## src/rtl/routing_unit.sv

```systemverilog
// rtl/routing_unit.sv - 4:1 data router with combinational and registered outputs
// y follows sel with zero latency; the registered copy captures on enabled clock edges.
module routing_unit #(
  parameter int WIDTH = 8
) (
  input  logic             clk,
  input  logic             rst,
  input  logic [WIDTH-1:0] d0,
  input  logic [WIDTH-1:0] d1,
  input  logic [WIDTH-1:0] d2,
  input  logic [WIDTH-1:0] d3,
  input  logic [1:0]       sel,
  input  logic             en,
  output logic [WIDTH-1:0] y,
  output logic [WIDTH-1:0] y_q,
  output logic [1:0]       sel_q,
  output logic [3:0]       sel_oh_q,
  output logic             vld_q
);

  always_comb begin
    y = d0;
    case (sel)
      2'b00: y = d0;
      2'b01: y = d1;
      2'b10: y = d2;
      2'b11: y = d3;
    endcase
  end

  // Once vld_q is set it only returns to 0 through reset.
  always_ff @(posedge clk or posedge rst) begin
    if (rst) begin
      y_q      <= '0;
      sel_q    <= 2'b00;
      sel_oh_q <= 4'b0000;
      vld_q    <= 1'b0;
    end else if (en) begin
      y_q      <= y;
      sel_q    <= sel;
      sel_oh_q <= 4'b0001 << sel;
      vld_q    <= 1'b1;
    end
  end

endmodule

```

## config.mk

```make
export PLATFORM = sky130hd
export DESIGN_NAME = routing_unit
export DESIGN_NICKNAME = d
export VERILOG_FILES = /design/src/rtl/routing_unit.sv
export SDC_FILE = /design/constraint.sdc
export NUM_CORES = 1
export LEC_CHECK = 0
export ABC_CLOCK_PERIOD_IN_PS = 1200
export CAP_MARGIN = 20
export CORE_MARGIN = 4
export CORE_UTILIZATION = 30
export DETAILED_ROUTE_END_ITERATION = 8
export PLACE_DENSITY = 0.68
export SETUP_SLACK_MARGIN = 0.2
export SYNTH_ARGS = -nofsm -noshare
export SYNTH_HDL_FRONTEND = slang
export SYNTH_SLANG_ARGS = --single-unit
```

## constraint.sdc

```tcl
create_clock -name clk -period 1.2 [get_ports clk]
set_clock_uncertainty 0.05 [all_clocks]
set_input_delay 0.12 -clock clk [delete_from_list [all_inputs] [get_ports clk]]
set_output_delay 0.12 -clock clk [all_outputs]
set_load 0.01 [all_outputs]
```

==> impl.org <==
** Synthesis
- Measured against the total synthesized area, the mux share comes to 0.268.
- The share of the synthesized area in compound gates (AO/OA/AOI/OAI) came to 0.171.
- Synth Register Bits :: 15
- XOR/XNOR Fraction of Synth Area :: 0
- The number of different library cells used by synthesis comes to 13.
- Mapped cell area :: 952 sq um
- Of the synthesized area, sequential elements account for 0.394.
- Synth Area in Simple Gates :: 0.0723
- Dividing the synthesized area by the synthesized cell count gives 12.4 sq um.
- Yosys printed 0 warnings.
- Number of instances in the synthesized netlist :: 77
- Adder and majority cell fraction of the synthesized area :: 0
- Largest family of logic cells by synthesized area :: multiplexers
- Synthesized Nets :: 114

** Final layout
- The filler cells instantiated in the layout total 220.
- Antenna diode count :: 0
- Of the cells placed in the final design, the portion with a size suffix greater than 1 is 0.594.
- Post-Layout Inst Area :: 2130 sq um
- Post-route core utilization :: 0.698
- At the end of the flow, the number of nets in the layout was 225.
- Area Growth Syn to Fin :: 124%

** Timing
- Post-route clock period utilization :: 0.973
- Final setup violation count :: 0
- The final count of hold timing violations came to 0.
- The worst pin sits at a relative slew slack of 0.841.
- Post-Route Setup TNS :: 0 ps
- Setup slack closes at 32.1 ps.
- Counting I/O delays and the setup requirement, the final critical path takes 1170 ps.
- Setup repair after global routing could not meet its margin everywhere.
- Derived from the worst setup path, the maximum achievable clock frequency is 856 MHz.
- For the pin with the worst max-slew slack, the measured transition is 232 ps.
- Pins Over Slew Limit :: 0

** Drt
- The routed design has 4.04 mm of wire.
- Before antenna repair, the detailed router went through 3 iterations.
- Wire length per cell :: 17.5 um
- Dividing the detail-routed via count by the number of cells gives 4.56.
- Remaining antenna violation count :: 0
- Number of DRC violations after detailed routing :: 0
- The first routing iteration left 33 violations.
- Count of vias placed by the detailed router :: 1054

** Worst setup path
- Reg-to-reg startpoint :: y_q[6]
- Type of element launching the critical path :: input pin
- In this design, the stage delay of the slowest critical-path cell is 230 ps.
- Required time at the worst-slack endpoint :: 1030 ps
- The critical path goes through buf_12 -> buf_16 -> mux2i_4 -> mux2i_1 -> buf_2.
- Endpoint of the most critical register-to-register path :: y_q[6]
- The critical path is of the in2out type.
- In this run the worst path has a maximum fanout of 4.
- For the worst setup path, the data arrival time is 1000 ps.
- Slowest-stage cell, CP :: sky130_fd_sc_hd__mux2i_1
- R2r setup slk :: 250 ps
- Counting cells, the worst reg-to-reg path comes to 4.
- Crit path capture type :: primary output

** Clock network
- Count of clock tree sinks :: 15
- Clock latency of the later-clocked register in the worst-skew pair :: 270 ps
- The tree is rooted in a sky130_fd_sc_hd__clkbuf_4.
- Clock tree from TritonCTS :: built
- CTS buffer count :: 3
- After clock tree synthesis, the clock-pin slew on the worst setup and hold paths is 90 ps.
- Maximum level of the CTS H-tree :: 1
- CTS Buffer Depth :: 2

** Floorplan
- Die height :: 64.3 um
- Initial Utilization :: 0.312
- The region available for standard cell placement spans 3050 sq um.
- Ports placed on the boundary :: 60
- The die covers 4140 sq um.
- Die Wd :: 64.3 um
- Num rows :: 20

** Power
- Cell Pwr Density :: 783 nW/um^2
- Worst-case vdd ir drop :: 0.522 mV
- For this design the static power due to leakage is 1.02 nW.

** Place
- Setup slack at placement :: -695 ps
- The placed instances occupy a cell area of 1790 sq um.
- Port-buffer cells :: 59
- GPL Wtd Cong :: 0.750
- Once detailed placement completed, the half-perimeter wirelength came to 2.54 mm.

** Global route
- The via count of the first global-routing pass came to 1182.
- Antenna violations before repair :: 0
- The total overflow left after global routing is 0.
- Entering global routing, the biggest net connects 11 pins.
- First-pass GRT wire length :: 6.31 mm
- For this run, the total global-route usage over all layers was measured as 0.203.

** Outcome
- The flow ran to the end, and the final reports show no timing, DRC or antenna violations.

** Run
- Max-cap violations in this run came to 0.

** Hold path
- The path class of the tightest hold or removal check is in2async.
-- report_power, final --
part | switching, mW | total [mW] | internal, mW
registers | 0.0307 | 0.587 | 0.556
clock network | 0.153 | 0.282 | 0.129
logic | 0.321 | 0.800 | 0.479
-- timing repair --
item	CTS	global route
resized for setup	168	8
setup buffers	16	4
hold buffers	0	0
gates cloned	4	0
setup endpoints to repair	34	27
endpoints found under the hold margin	0	0
-- final cells by class --
type / instances / area, sq um / area share
clock buffer: 4 / 26.3 / 0.0123
multi-input combinational: 49 / 642 / 0.301
sequential: 15 / 375 / 0.176
tap: 44 / 55.1 / 0.0259
inverter: 7 / 26.3 / 0.0123
timing repair buffer: 112 / 1000 / 0.472
-- cell usage in the layout (no fill, tap or decap), types with 4 or more instances in the layout --
cell type,count
sky130_fd_sc_hd__mux2i_1,8
sky130_fd_sc_hd__buf_12,4
sky130_fd_sc_hd__inv_1,7
sky130_fd_sc_hd__buf_6,8
sky130_fd_sc_hd__dlygate4sd2_1,33
sky130_fd_sc_hd__dfrtp_1,15
sky130_fd_sc_hd__buf_2,18
sky130_fd_sc_hd__nand2b_1,8
sky130_fd_sc_hd__o221ai_2,8
sky130_fd_sc_hd__mux2i_4,10
sky130_fd_sc_hd__buf_4,44
sky130_fd_sc_hd__mux2i_2,6
-- synth_stat cells, drive strengths merged --
cell | number | area [sq um]
mux2 | 1 | 15.0
o221ai | 8 | 120
dfrtp | 15 | 375
nand2b | 9 | 56.3
inv | 7 | 26.3
mux2i | 24 | 240
o21ai | 1 | 5.00
nand2 | 1 | 6.26
buf | 6 | 63.8
o22ai | 4 | 37.5
or2 | 1 | 6.26
-- through the flow --
| step | hold WS, ps | total power, mW | instances |
|---|---|---|---|
| after detailed placement | 414 | 1.25 | 203 |
| after global placement | 404 | 1.24 | 203 |
| after CTS | 109 | 1.61 | 227 |
| after floorplan | -28.5 | 0.837 | 77 |
| after global routing | 133 | 1.75 | 231 |
| final | 112 | 1.67 | 231 |
-- worst max-delay path: cells and delay by family --
family	cells	cell delay [ps]
mux	2	420
buf+inv	3	460
-- routing by layer --
metal	track usage	vias to the layer above	part of all wire	wire [um]
li1	-	504	-	-
met1	0.242	505	0.40	1600
met2	0.367	39	0.53	2130
met3	0.0351	6	0.062	249
met4	0.0633	0	0.017	68
met5	0	-	0	0
-- flip-flops by register name, summed over array words and instances, names as in the netlist --
signal    count
sel_oh_q      4
y_q           8
vld_q         1
sel_q         2
-- worst max-delay path by stage --
stage	startpoint	end	slack (ps)	cells past startpoint
global route	sel[0]	y[4]	30	5
finish	sel[0]	y[4]	30	5
floorplan	vld_q	vld_q	370	1
global placement	sel[0]	y[0]	-670	5
detailed placement	sel[0]	y[0]	-700	5
CTS	sel[0]	y[5]	170	5
-- cell families after synthesis --
group / count (synthesis)
buffers and inverters: 13
muxes: 25
and+or+nand+nor: 11
DFF: 15
AOI/OAI and AO/OA: 13
(Power assumes the default switching activity.)
